===== config.mk =====
export PLATFORM = sky130hd
export DESIGN_NAME = fetch_unit_rv
export DESIGN_NICKNAME = d
export VERILOG_FILES = /design/src/rtl/fetch_unit_rv.sv
export SDC_FILE = /design/constraint.sdc
export NUM_CORES = 1
export LEC_CHECK = 0
export CAP_MARGIN = 40
export CELL_PAD_IN_SITES_DETAIL_PLACEMENT = 2
export CELL_PAD_IN_SITES_GLOBAL_PLACEMENT = 2
export CORE_UTILIZATION = 35
export CTS_CLUSTER_SIZE = 16
export DETAILED_ROUTE_END_ITERATION = 8
export DONT_BUFFER_PORTS = 1
export PLACE_DENSITY = 0.8
export SKIP_CTS_REPAIR_TIMING = 1
export SLEW_MARGIN = 20
export SYNTH_ARGS = -nofsm -noshare
export SYNTH_HDL_FRONTEND = slang
export SYNTH_SLANG_ARGS = --single-unit

===== constraint.sdc =====
create_clock -name CLK -period 5.4 [get_ports CLK]
set_input_delay 0.81 -clock CLK [delete_from_list [all_inputs] [get_ports CLK]]
set_output_delay 0.81 -clock CLK [all_outputs]
set_load 0.02 [all_outputs]

===== src/rtl/fetch_unit_rv.sv =====
// fetch_unit_rv: owns the PC, issues one instruction read at a time, captures the word into an instruction register.
// Latency: instr_valid rises k+1 cycles after mem_rreq for memory latency k; at best one instruction every k+2 cycles.
// Backpressure: instr_ready low holds instr/instr_pc/instr_valid stable and no new read is issued until accepted.
// Optional: FETCH_MISALIGN_TRAP_EN adds a sticky fault output and a FAULT state for misaligned redirects.
module fetch_unit_rv #(
    parameter int unsigned     XLEN     = 64,
    parameter int unsigned     ILEN     = 32,
    parameter logic [XLEN-1:0] RESET_PC = '0
) (
    input  logic            CLK,
    input  logic            RST,
    output logic            mem_rreq,
    output logic [XLEN-1:0] mem_raddr,
    input  logic            mem_rvalid,
    input  logic [ILEN-1:0] mem_rdata,
    input  logic            redir_valid,
    input  logic [XLEN-1:0] redir_pc,
    output logic            instr_valid,
    input  logic            instr_ready,
    output logic [ILEN-1:0] instr,
    output logic [XLEN-1:0] instr_pc,
    output logic [6:0]      opcode,
    output logic [4:0]      rd,
    output logic [4:0]      rs1,
    output logic [4:0]      rs2,
    output logic [XLEN-1:0] fetch_count
`ifdef FETCH_MISALIGN_TRAP_EN
    ,
    output logic            fault
`endif
);

    // The reset PC has to be a legal instruction address.
    if (RESET_PC[1:0] != 2'b00) begin : g_bad_reset_pc
        $error("fetch_unit_rv: RESET_PC must be 4-byte aligned");
    end

    typedef enum logic [2:0] {
        ST_IDLE  = 3'd0,
        ST_REQ   = 3'd1,
        ST_WAIT  = 3'd2,
        ST_HOLD  = 3'd3,
        ST_DRAIN = 3'd4
`ifdef FETCH_MISALIGN_TRAP_EN
        ,
        ST_FAULT = 3'd5
`endif
    } state_t;

    state_t          state;
    state_t          state_nxt;
    logic [XLEN-1:0] pc;
    logic [XLEN-1:0] pc_nxt;
    logic            capture;
    logic            valid_nxt;
    logic            count_inc;
    logic            redir_take;
    logic            owed;
    logic [XLEN-1:0] redir_tgt;

`ifdef FETCH_MISALIGN_TRAP_EN
    logic            redir_bad;
    logic            fault_set;

    // Once faulted (even while still draining the last read) redirects are ignored.
    assign redir_take = redir_valid && !fault;
    assign redir_bad  = (redir_pc[1:0] != 2'b00);
    assign redir_tgt  = redir_pc;
`else
    // Without the trap the low address bits are simply dropped.
    assign redir_take = redir_valid;
    assign redir_tgt  = redir_pc & ~XLEN'(3);
`endif

    // A read is still owed by memory when it was just issued, or is in flight and not answering this cycle.
    assign owed = (state == ST_REQ) ||
                  (((state == ST_WAIT) || (state == ST_DRAIN)) && !mem_rvalid);

    // Next-state and datapath controls; a redirect overrides whatever the state itself would do.
    always_comb begin
        state_nxt = state;
        pc_nxt    = pc;
        capture   = 1'b0;
        valid_nxt = instr_valid;
        count_inc = 1'b0;
`ifdef FETCH_MISALIGN_TRAP_EN
        fault_set = 1'b0;
`endif
        case (state)
            ST_IDLE: begin
                state_nxt = ST_REQ;
            end
            ST_REQ: begin
                state_nxt = ST_WAIT;
            end
            ST_WAIT: begin
                if (mem_rvalid) begin
                    capture   = 1'b1;
                    pc_nxt    = pc + XLEN'(4);
                    valid_nxt = 1'b1;
                    state_nxt = ST_HOLD;
                end
            end
            ST_HOLD: begin
                if (instr_ready) begin
                    count_inc = 1'b1;
                    valid_nxt = 1'b0;
                    state_nxt = ST_REQ;
                end
            end
            ST_DRAIN: begin
                if (mem_rvalid) begin
`ifdef FETCH_MISALIGN_TRAP_EN
                    state_nxt = fault ? ST_FAULT : ST_REQ;
`else
                    state_nxt = ST_REQ;
`endif
                end
            end
`ifdef FETCH_MISALIGN_TRAP_EN
            ST_FAULT: begin
                state_nxt = ST_FAULT;
            end
`endif
            default: begin
                state_nxt = ST_IDLE;
            end
        endcase

        // Redirect: drop any response in flight or being returned; a HOLD handshake still counts.
        // In DRAIN a response arriving with the redirect retires the stale read, so the new PC is fetched next.
        if (redir_take) begin
            capture   = 1'b0;
            valid_nxt = 1'b0;
`ifdef FETCH_MISALIGN_TRAP_EN
            if (redir_bad) begin
                fault_set = 1'b1;
                pc_nxt    = pc;
                state_nxt = owed ? ST_DRAIN : ST_FAULT;
            end else
`endif
            begin
                pc_nxt    = redir_tgt;
                state_nxt = owed ? ST_DRAIN : ST_REQ;
            end
        end
    end

    // State register.
    always_ff @(posedge CLK) begin
        if (RST) begin
            state <= ST_IDLE;
        end else begin
            state <= state_nxt;
        end
    end

    // PC, instruction register and accepted-instruction counter.
    always_ff @(posedge CLK) begin
        if (RST) begin
            pc          <= RESET_PC;
            instr       <= '0;
            instr_pc    <= '0;
            instr_valid <= 1'b0;
            fetch_count <= '0;
        end else begin
            pc          <= pc_nxt;
            instr_valid <= valid_nxt;
            if (capture) begin
                instr    <= mem_rdata;
                instr_pc <= pc;
            end
            if (count_inc) begin
                fetch_count <= fetch_count + XLEN'(1);
            end
        end
    end

`ifdef FETCH_MISALIGN_TRAP_EN
    // Sticky misaligned-redirect flag; only reset clears it.
    always_ff @(posedge CLK) begin
        if (RST) begin
            fault <= 1'b0;
        end else if (fault_set) begin
            fault <= 1'b1;
        end
    end
`endif

    assign mem_rreq  = (state == ST_REQ);
    assign mem_raddr = pc;

    assign opcode = instr[6:0];
    assign rd     = instr[11:7];
    assign rs1    = instr[19:15];
    assign rs2    = instr[24:20];

endmodule


==> results.md <==
* Slew Limit Fails at 0
* Reg2reg path depth at 5
* Drt total wl at about 38000 µm
* Core ar. at between 20000 and 30000 µm²
* Final hold violations at 0
* Drc violations at 0
* Synth async-reset ratio at 0%
* Initial core utilization at ~36%
* Sw frac at between 20% and 30%
* Post-Place Cells at 1630
* Finished Layout Cells at roughly 1700
* PortBufs at 0
* Comb pwr share at about 3.3%
* Largest net degree at the start of global routing at about 220
* Worst min path class: input port to register
* Initial antenna violation count at 2
* Worst R2R Setup Slack at ~2.1 ns
* Synth Warn # at 0
* Critical Path End Type: register
* Pwr Total at 3.83 mW
* Worst Max-Slew Pin Slew at between 0.8 and 0.9 ns
* Worst R2R Start: fetch_count[8]$_SDFFE_PP0P_
* CTS tree: yes
* Critical path destination: fetch_count[51]$_SDFFE_PP0P_
* Min setup slack post-route at slightly above 2 ns
* Nets at between 1000 and 1500
* Vias/cell at approximately 5.9
* Clk_lat worst skew at 0.54 ns
* Die H at between 150 and 200 µm
* Clk buf depth at 3
* Most common cell after layout, fill and taps aside: nand2_1
* Avg Inst Size Synth at 7.91 µm²
* Sequential share of the synthesized area at between 40% and 50%
* Commonest non-fill, non-tap cells in the layout: nand2_1 (261), dfxtp_1 (224), a21oi_1 (153)
* Post-synth EDFFs at 0
* Slew headroom at a little over 40%
* Lkg Pwr at approximately 3.6 nW
* Pint at between 2 and 3 mW
* Die X-Extent at around 180 µm
* Clock network fraction of total power at roughly 49%
* Layout overhead on the synthesized area at 9.42%
* Fmax at approximately 0.30 GHz
* Final Cycle Share at between 60% and 70%
* Area taken by multi-input logic gates at roughly 5500 µm²
* Pre-CTS worst setup slack at ~1.8 ns
* Vias in the first global route at roughly 11000
* Critical path origin: fetch_count[8]$_SDFFE_PP0P_
* Num ports at around 350
* GRT Total Usage at 23.8%
* Peak supply drop at around 0.24 mV
* Pwr dens at 329 nW/µm²
* Yosys reg bits at around 220
* CP Launch Type: register
* CTS buffer count at 26
* Clock sink count at around 220
* Vias at 9993
* Endpoints failing setup at 0
* Grt ovf at 0
* Critical Path Fanout Max at 20
* Hold Slack at around 0.36 ns
* Reg area at ~4500 µm²
* RSZ-0062 raised after global routing: no
* Area leader, netlist: dfxtp_1
* Clock-pin transition on the worst setup and hold timing paths at approximately 0.060 ns
* Initial drt markers at between 300 and 400
* Setup TNS at 0 ns
* First-pass GRT wire length at 59000 µm
* Outcome: finished, final reports clean
* Sequential Power Share at approximately 48%
* Crit path required time at slightly below 6 ns
* Dominant synthesized flop cell: dfxtp_1
* Die area at 31100 µm²
* Arrival @ worst endpoint at between 3 and 4 ns
* Antenna viol nets, final at 0
* Cells after synthesis at ~1300
* Library cells used by synthesis at 62
* Drt first pass iters at 4
* Layout Utilization at a little under 40%
* H-tree lvl count at 1
* Period minus WS final at between 3 and 4 ns
* Class of the most critical setup path: register to register
* Final instance area at 11600 µm²
* Share of layout cells above drive strength 1 at about 6.0%
* Switching power at approximately 0.92 mW
* Clk_skew at 0.0113 ns
* Clock root buffer: clkbuf_16
* Routability Congestion at roughly 0.79
* Synth top area cells: dfxtp_1 (42%), nand2_1 (9.2%), a21oi_1 (7.2%)
* Mapped cell area at between 10000 and 15000 µm²
* DP Wirelength at between 20000 and 30000 µm
* Worst r2r dst: fetch_count[51]$_SDFFE_PP0P_
* Num rows at 63
* Max-capacitance violation count at 0
* Yosys top cell area share at between 40% and 50%
* Placed cell area at about 11000 µm²
* Fillcell total at between 3000 and 4000
* Drt wl/cell at ~23 µm
[per-layer routing]
layer | vias up | global-route usage (%) | part of all wire, %
li1 | 4628 | - | -
met1 | 4984 | 28.2 | 41
met2 | 313 | 40.8 | 48
met3 | 68 | 6.07 | 7.6
met4 | 0 | 9.23 | 3.9
met5 | - | 0 | 0
[sequential cells by signal (all words and copies together) (netlist names)]
signal	cells
instr_pc	62
mem_raddr	62
state	3
instr	32
fetch_count	64
instr_valid	1
[cell families after synthesis]
kind of cell | Yosys count | synth area share [%]
simple gates | 638 | 30.4
compound gates | 277 | 16.1
flops | 224 | 42.2
buf+inv | 147 | 6.39
xor+xnor | 51 | 4.20
mux | 5 | 0.506
fa+ha+maj | 2 | 0.235
other cells | 1 | 0.0353
[cell usage after synthesis (all sizes together) (3+ instances only)]
cell	number
nor3	32
and4	19
nor4	33
or3	25
o211ai	3
xnor2	31
mux2	3
nand3	46
nand3b	3
xor2	20
a211oi	20
a2111oi	7
buf	38
or2	4
o21a	12
a21oi	153
nor2b	3
or4	34
nor2	79
nand2b	4
clkbuf	81
o21ai	26
and3	23
and2	8
o31ai	28
a311oi	8
a31oi	3
a311o	5
nand2	262
nand4	50
dfxtp	224
inv	28
[area by class of cell]
cell class | count | area share [%]
Inverter | 28 | 0.903
Clock buffer | 43 | 7.01
Antenna cell | 2 | 0.0430
Timing Repair Buffer | 15 | 1.18
Multi-Input combinational cell | 977 | 47.3
Sequential cell | 224 | 38.5
Tap cell | 390 | 4.19
Clock inverter | 4 | 0.838
[how the worst min path moves through the flow]
stage / from / endpoint / slack (ns) / depth (start not counted)
detailed placement: instr_pc[31]$_SDFFE_PP0P_ / instr_pc[31]$_SDFFE_PP0P_ / 0.55 / 2
CTS: RST / mem_raddr[44]$_SDFFE_PP0P_ / 0.33 / 1
global placement: instr_pc[50]$_SDFFE_PP0P_ / instr_pc[50]$_SDFFE_PP0P_ / 0.54 / 2
global route: RST / instr_pc[48]$_SDFFE_PP0P_ / 0.33 / 1
finish: RST / instr_pc[48]$_SDFFE_PP0P_ / 0.36 / 1
floorplan: state[2]$_SDFFE_PP0P_ / state[1]$_SDFFE_PP0P_ / 0.53 / 2
[critical path: stages (launching register included)]
cell	delay, ns
dfxtp_1	0.55
nand4_1	0.27
nor4_2	0.74
nand3_1	0.77
nor4_1	0.51
mux2_2	0.37
[power groups by stage]
stage	Combinational, mW	Sequential, mW	Clock, mW
CTS	0.125	1.82	1.94
detailed placement	0.123	1.85	0
finish	0.125	1.82	1.89
global placement	0.114	1.85	0
floorplan	0.142	1.81	0
global route	0.140	1.83	1.99
No activity file was read; power rests on OpenSTA's default activity.
